`config.mk`:
```
export PLATFORM = sky130hd
export DESIGN_NAME = dht_frame_decoder
export DESIGN_NICKNAME = d
export VERILOG_FILES = /design/src/rtl/dht_frame_decoder.sv
export SDC_FILE = /design/constraint.sdc
export NUM_CORES = 1
export LEC_CHECK = 0
export BUFFER_PORTS_ARGS = -buffer_cell sky130_fd_sc_hd__buf_2
export CAP_MARGIN = 20
export CORE_ASPECT_RATIO = 0.9
export CORE_MARGIN = 2
export CORE_UTILIZATION = 50
export CTS_BUF_LIST = sky130_fd_sc_hd__clkbuf_8 sky130_fd_sc_hd__clkbuf_16
export DETAILED_ROUTE_END_ITERATION = 7
export PLACE_DENSITY = 0.69
export SYNTH_ARGS = -nofsm -noshare
export SYNTH_HDL_FRONTEND = slang
export SYNTH_SLANG_ARGS = --single-unit
```
`constraint.sdc`:
```
create_clock -name clk -period 11.4 [get_ports clk]
set_input_delay 0.57 -clock clk [delete_from_list [all_inputs] [get_ports clk]]
set_output_delay 0.57 -clock clk [all_outputs]
set_load 0.005 [all_outputs]
```
`src/rtl/dht_frame_decoder.sv`:
```
// DHT11 frame decoder: gathers 40 serial bits MSB-first, verifies the byte checksum,
// and publishes humidity/temperature with result strobes and a saturating error count.
module dht_frame_decoder #(
  parameter int unsigned CLK_HZ      = 50000000,
  parameter int unsigned BIT_TIMEOUT = 10000,
  parameter int unsigned TO_W        = 14
) (
  input  logic       clk,
  input  logic       rst_n,
  input  logic       frame_start,
  input  logic       bit_valid,
  input  logic       bit_data,
  output logic [7:0] hum_int,
  output logic [7:0] hum_dec,
  output logic [7:0] temp_int,
  output logic [7:0] temp_dec,
  output logic       frame_valid,
  output logic       crc_err,
  output logic       timeout_err,
  output logic       busy,
  output logic [7:0] err_count
);

  if ((2 ** TO_W) <= BIT_TIMEOUT || CLK_HZ == 0) begin : g_param_check
    $error("dht_frame_decoder: TO_W too narrow for BIT_TIMEOUT, or CLK_HZ is zero");
  end

  typedef enum logic [1:0] {IDLE, COLLECT, CHECK} state_e;

  state_e            state_q, state_d;
  logic [39:0]       shift_q, shift_d;
  logic [5:0]        bit_cnt_q, bit_cnt_d;
  logic [TO_W-1:0]   to_cnt_q, to_cnt_d;
  logic [7:0]        hum_int_q, hum_int_d;
  logic [7:0]        hum_dec_q, hum_dec_d;
  logic [7:0]        temp_int_q, temp_int_d;
  logic [7:0]        temp_dec_q, temp_dec_d;
  logic              frame_valid_q, frame_valid_d;
  logic              crc_err_q, crc_err_d;
  logic              timeout_err_q, timeout_err_d;
  logic [7:0]        err_count_q, err_count_d;
  logic [9:0]        sum;

  assign sum = {2'b00, shift_q[39:32]} + {2'b00, shift_q[31:24]}
             + {2'b00, shift_q[23:16]} + {2'b00, shift_q[15:8]};

  always_comb begin
    state_d       = state_q;
    shift_d       = shift_q;
    bit_cnt_d     = bit_cnt_q;
    to_cnt_d      = to_cnt_q;
    hum_int_d     = hum_int_q;
    hum_dec_d     = hum_dec_q;
    temp_int_d    = temp_int_q;
    temp_dec_d    = temp_dec_q;
    frame_valid_d = 1'b0;
    crc_err_d     = 1'b0;
    timeout_err_d = 1'b0;
    err_count_d   = err_count_q;

    unique case (state_q)
      IDLE: begin
        if (frame_start) begin
          state_d   = COLLECT;
          bit_cnt_d = '0;
          to_cnt_d  = '0;
        end
      end
      COLLECT: begin
        // frame_start outranks a coincident bit so a restart always begins clean
        if (frame_start) begin
          bit_cnt_d = '0;
          to_cnt_d  = '0;
        end else if (bit_valid) begin
          shift_d   = {shift_q[38:0], bit_data};
          bit_cnt_d = bit_cnt_q + 6'd1;
          to_cnt_d  = '0;
          if (bit_cnt_q == 6'd39) state_d = CHECK;
        end else if (to_cnt_q == TO_W'(BIT_TIMEOUT - 1)) begin
          timeout_err_d = 1'b1;
          state_d       = IDLE;
        end else begin
          to_cnt_d = to_cnt_q + 1'b1;
        end
      end
      CHECK: begin
        if (sum[7:0] == shift_q[7:0]) begin
          hum_int_d     = shift_q[39:32];
          hum_dec_d     = shift_q[31:24];
          temp_int_d    = shift_q[23:16];
          temp_dec_d    = shift_q[15:8];
          frame_valid_d = 1'b1;
        end else begin
          crc_err_d = 1'b1;
        end
        state_d = IDLE;
      end
      default: state_d = IDLE;
    endcase

    if ((crc_err_d || timeout_err_d) && err_count_q != 8'hFF)
      err_count_d = err_count_q + 8'd1;
  end

  always_ff @(posedge clk or negedge rst_n) begin
    if (!rst_n) begin
      state_q       <= IDLE;
      shift_q       <= '0;
      bit_cnt_q     <= '0;
      to_cnt_q      <= '0;
      hum_int_q     <= '0;
      hum_dec_q     <= '0;
      temp_int_q    <= '0;
      temp_dec_q    <= '0;
      frame_valid_q <= 1'b0;
      crc_err_q     <= 1'b0;
      timeout_err_q <= 1'b0;
      err_count_q   <= '0;
    end else begin
      state_q       <= state_d;
      shift_q       <= shift_d;
      bit_cnt_q     <= bit_cnt_d;
      to_cnt_q      <= to_cnt_d;
      hum_int_q     <= hum_int_d;
      hum_dec_q     <= hum_dec_d;
      temp_int_q    <= temp_int_d;
      temp_dec_q    <= temp_dec_d;
      frame_valid_q <= frame_valid_d;
      crc_err_q     <= crc_err_d;
      timeout_err_q <= timeout_err_d;
      err_count_q   <= err_count_d;
    end
  end

  assign hum_int     = hum_int_q;
  assign hum_dec     = hum_dec_q;
  assign temp_int    = temp_int_q;
  assign temp_dec    = temp_dec_q;
  assign frame_valid = frame_valid_q;
  assign crc_err     = crc_err_q;
  assign timeout_err = timeout_err_q;
  assign busy        = (state_q != IDLE);
  assign err_count   = err_count_q;

endmodule

```
Word-level counts from Yosys, hierarchy flattened
Cells that the tools add are included.
{ "totals": {"register_bits": 105, "in_bits": 5, "out_inout_bits": 44, "wordCells": 64} }
{ "op_classes": {"addsub": 6, "n_eq_ne": 12, "n_mux": 23, "bitwise": 1, "reduce_logical": 10} }
{ "ops": {"columns": ["cell", "n"], "rows": [
  ["$mux W14", 4],
  ["$pmux W14 S2", 1],
  ["$add A8 B8 Y8", 3],
  ["$mux W6", 3],
  ["$add A14 B1 Y14 const B", 1],
  ["$eq A14 B14 Y1 const B", 1],
  ["$pmux W6 S2", 1],
  ["$mux W2", 5],
  ["$ne A3 B3 Y1 const B", 3],
  ["$reduce_and A3 Y1", 3],
  ["$add A8 B1 Y8 const B", 1],
  ["$eq A8 B8 Y1", 1],
  ["$mux W1", 8],
  ["$ne A8 B8 Y1 const B", 1],
  ["$add A6 B1 Y6 const B", 1],
  ["$eq A6 B6 Y1 const B", 1],
  ["$ne A2 B2 Y1 const B", 2],
  ["$ne A4 B4 Y1 const B", 1],
  ["$pmux W2 S2", 1],
  ["$reduce_and A4 Y1", 1],
  ["$reduce_bool A2 Y1", 2],
  ["$eq A2 B1 Y1 const B", 1],
  ["$eq A2 B2 Y1 const B", 1],
  ["$logic_not A2 Y1", 1],
  ["4 further kinds", 4]
]} }

Longest topological paths before layout
{ "logic_depth": {"depth_word": 8, "mapped_depth": 13, "mapped_depth_nobuf": 13} }

Least setup slack after synthesis
OpenSTA, ideal clock, no wires.
{ "synth_path": {"kind": "reg2reg", "startpoint": "reg shift_q[9]", "endpoint": "reg hum_dec_q[7], in the netlist hum_dec[7]", "setup_time_ns": 0.125, "arrival_ns": 3.782, "t_required_ns": 11.275, "slack_ns": 7.493, "stages_incl_launch_ff": 14, "n_path_buf": 1, "period_less_slack_ns": 3.907, "path_cell_list": "dfrtp_1 > fa_1 > inv_1 > fa_1 > inv_1 > ha_1 > fa_1 > xnor2_1 > xnor2_1 > nor4_1 > nand3_1 > nor4b_4 > buf_4 > mux2_2"} }
{ "synth_between": {"elab_chain_len": 3} }
{ "synth_rtl": {"columns": ["element", "line_no", "rtl"], "rows": [
  ["start, declared", "31", "logic [39:0] shift_q, shift_d;"],
  ["start signal, assigned", "121", "shift_q <= shift_d;"],
  ["$add A8 B8 Y8", "45", "+ {2'b00, shift_q[23:16]} + {2'b00, shift_q[15:8]};"],
  ["$eq A8 B8 Y1", "87", "if (sum[7:0] == shift_q[7:0]) begin"],
  ["$reduce_and A2 Y1 (no line)", null, null],
  ["end signal, assigned", "125", "hum_dec_q <= hum_dec_d;"],
  ["end, declared", "35", "logic [7:0] hum_dec_q, hum_dec_d;"]
]} }
No other way between the ends.
A chain may end at the register's enable or synchronous reset.

Worst setup path after layout
{ "layout_path": {"startpoint": "reg shift_q[9]", "endpoint": "reg temp_dec_q[3], in the netlist temp_dec[3]"} }
{ "layout_between": {"elab_chain_len": 3} }
{ "layout_rtl": {"columns": ["element", "line_no", "rtl"], "rows": [
  ["$add A8 B8 Y8", "45", null],
  ["$eq A8 B8 Y1", "87", null],
  ["$reduce_and A2 Y1 (no line)", null, null],
  ["end signal, assigned", "127", "temp_dec_q <= temp_dec_d;"],
  ["end, declared", "37", "logic [7:0] temp_dec_q, temp_dec_d;"]
]} }
No other way between the ends.

==> results.yml <==
cts:
  cts-root-buf: "clkbuf_8"
  htree_levels: 3
  cts_tree: "yes"
  clk_pin_slew_ns: 0.09
  cts_buffer_depth: 2
  cts_setup_buffers: 0
  cts_resized: 0
  numCtsBuffers: 9
  cts_hold_buf: 0
  clkLatencyLatePin_ns: 0.36
  cts_sinks: 105
die:
  dieWidth_um: 109
  core_um2: 9660
  io-pin-count: 49
  dieArea_um2: 10700
  rows: 34
  start_util: 0.514
  dieHeight_um: 98.5
synthesis:
  syn_nets: 494
  yosysUniqueCellTypes: 39
  seq_area_frac_synth: 0.529
  yosys_warnings: 0
  synthCells: 465
  synth_area_um2: 4970
  synth_edf_count: 0
  synth_top_cell_area_share: 0.529
  avgSynthCellArea_um2: 10.7
  synth_area_leaders: "dfrtp_1, nand2_1, mux2_2"
  synth_top_flop_cell: "dfrtp_1"
  yosysTopAreaCell: "dfrtp_1"
  synth_seq_cells: 105
  async_reset_ff_frac: 1.00
finish:
  fin_area_um2: 5520
  final_common_cell: "nand2_1"
  antenna_cells: 0
  fin_util: 0.572
  area_growth_pct: 11.2
  instances_no_fill: 642
  final_net_count: 542
  drive_above_1_share: 0.200
  nFillCells: 850
  seqCellArea_um2: 2630
  mostFrequentLayoutCells: "nand2_1, dfrtp_1, buf_2, mux2_2, o21ai_0"
  multiInputGateArea_um2: 2200
route:
  via_per_inst: 5.19
  antenna_left: 0
  drtPass1Iterations: 4
  vias: 3332
  avgRoutedWirePerCell_um: 14.4
  wirelength_um: 9240
  drtIter0Drc: 181
  drc: 0
timing:
  rsz0062_at_grt: "no"
  min_period_ns: 4.72
  hold_viol: 0
  finalSetupViolCount: 0
  finClkSkew_ns: 0.0101
  finalSetupTns_ns: 0
  maxSlewViolCount: 0
  finalCritPeriodShare: 0.414
  maxSlewHeadroom: 0.508
  worst_pin_slew_ns: 0.735
  final.setup.worst_slack_ns: 6.68
  max_freq_mhz: 212
setup_path:
  path_common_cell: "fa_1"
  critPathSlowestCell: "nor4b_4"
  worst-path-buf-inv: 3
  slowest_delay_ns: 0.73
  start_kind: "register"
  crit_type: "reg2reg"
  crit_chain: "fa_1, inv_1, fa_1, inv_1, ha_1, fa_1, xnor2_1, xnor2_1, nor4_1, nand3_1, nor4b_4, buf_4, mux2_2"
  worstPathRequired_ns: 11.65
  cp_max_fo: 22
  cp.arrival_ns: 4.96
  cp_top_family: "adder cells"
  worstSetupEndpointType: "register"
placement:
  post-place-ws_ns: 6.69
  dpl_cell_area_um2: 5340
  placed_cells: 628
  gp_routability_congestion: 0.786
  hpwl_um: 6560
  io_buffers: 48
global_route:
  grt_pass1_wl_um: 16100
  grt_overflow: 0
  grt_pass1_vias: 3350
  grt.busiest_layer: "met2"
  grt_max_degree: 62
  grt_use_met1: 0.258
  grt_use_met3: 0.0463
  grt_util_met2: 0.309
  grt_antenna_before_repair: 0
  track_usage: 0.190
run_status:
  status: "finished, final reports clean"
min_path:
  hold_path_class: "in2async"
power:
  power_density_nw_per_um2: 149
  p_leak_nw: 2.78
  ir_drop_mv: 0.0839
job:
  drv_cap: 0
==> stage by stage <==
| step | total power [W] | hold WS (ns) |
|---|---|---|
| after global placement | 0.000608 | 0.467 |
| final | 0.000823 | 0.195 |
| after global routing | 0.000878 | 0.226 |
| after detailed placement | 0.000616 | 0.481 |
| after CTS | 0.000836 | 0.210 |
| after floorplan | 0.000568 | 0.274 |
==> worst register-to-register path, delay by kind of cell, from the launching register on <==
kind	cells	cell delay [ns]
simple gates	3	1.31
mux	1	0.38
xor+xnor	2	0.28
fa+ha+maj	4	1.65
flops	1	0.44
buf+inv	3	0.53
==> routing by layer <==
metal,up-vias,share of wire
li1,1655,-
met1,1616,0.48
met2,52,0.47
met3,9,0.039
met4,0,0.012
met5,-,0
==> state kept, by name (all words and copies together) (netlist names) <==
signal and count:
bit_cnt_q 6, crc_err 1, err_count 8, frame_valid 1, hum_dec 8, hum_int 8, shift_q 40, state_q 2
temp_dec 8, temp_int 8, timeout_err 1, to_cnt_q 14
==> where the power goes <==
group          switching, W  total, W  internal [W]  leakage [nW]
Sequential        0.0000322  0.000431      0.000399          1.40
Combinational      0.000103  0.000174     0.0000707          1.28
Clock              0.000114  0.000218      0.000104        0.0954
==> kinds of logic (layout without fill, tap and decap cells) <==
group	Yosys count	in the layout	share of synthesized area
AOI/OAI and AO/OA	56	56	0.0703
xor gates and xnor gates	32	32	0.0564
adders and majority gates	24	24	0.0816
buffers and inverters	35	86	0.0287
DFF	105	105	0.529
muxes	34	34	0.0771
and+or+nand+nor	179	179	0.157
==> layout make-up <==
type                       instances  share of cell area
timing repair buffer              53              0.0508
clock buffer                      10              0.0249
tap                              126              0.0286
clock inverter                     4             0.00838
inverter                          19              0.0129
multi-input combinational        325               0.399
sequential                       105               0.476
==> worst paths after layout <==
path,from,to,slack [ns],cells past startpoint
worst min register to register,bit_cnt_q[5],bit_cnt_q[5],0.50,1
worst max-delay path,shift_q[9],temp_dec[3],6.68,13
worst min-delay path,rst_n,to_cnt_q[0],0.20,1
worst max register to register,shift_q[9],temp_dec[3],6.68,13
max in group asynchronous,rst_n,hum_int[2],10.06,2
min in group clk,bit_data,shift_q[0],0.40,3
==> synth_stat cells (all sizes together), types with 2 or more instances <==
library cell / number
nor2: 22
nand2: 119
or2: 2
mux2: 34
a211oi: 6
and3: 5
clkbuf: 12
nand4: 4
nor4: 3
nor4b: 4
ha: 10
nand3: 11
xnor2: 14
buf: 4
a21oi: 8
dfrtp: 105
nor3: 4
o31ai: 4
inv: 19
xor2: 18
fa: 14
a31oi: 3
o21ai: 29
Note: power is estimated with default switching activity, not from simulation.
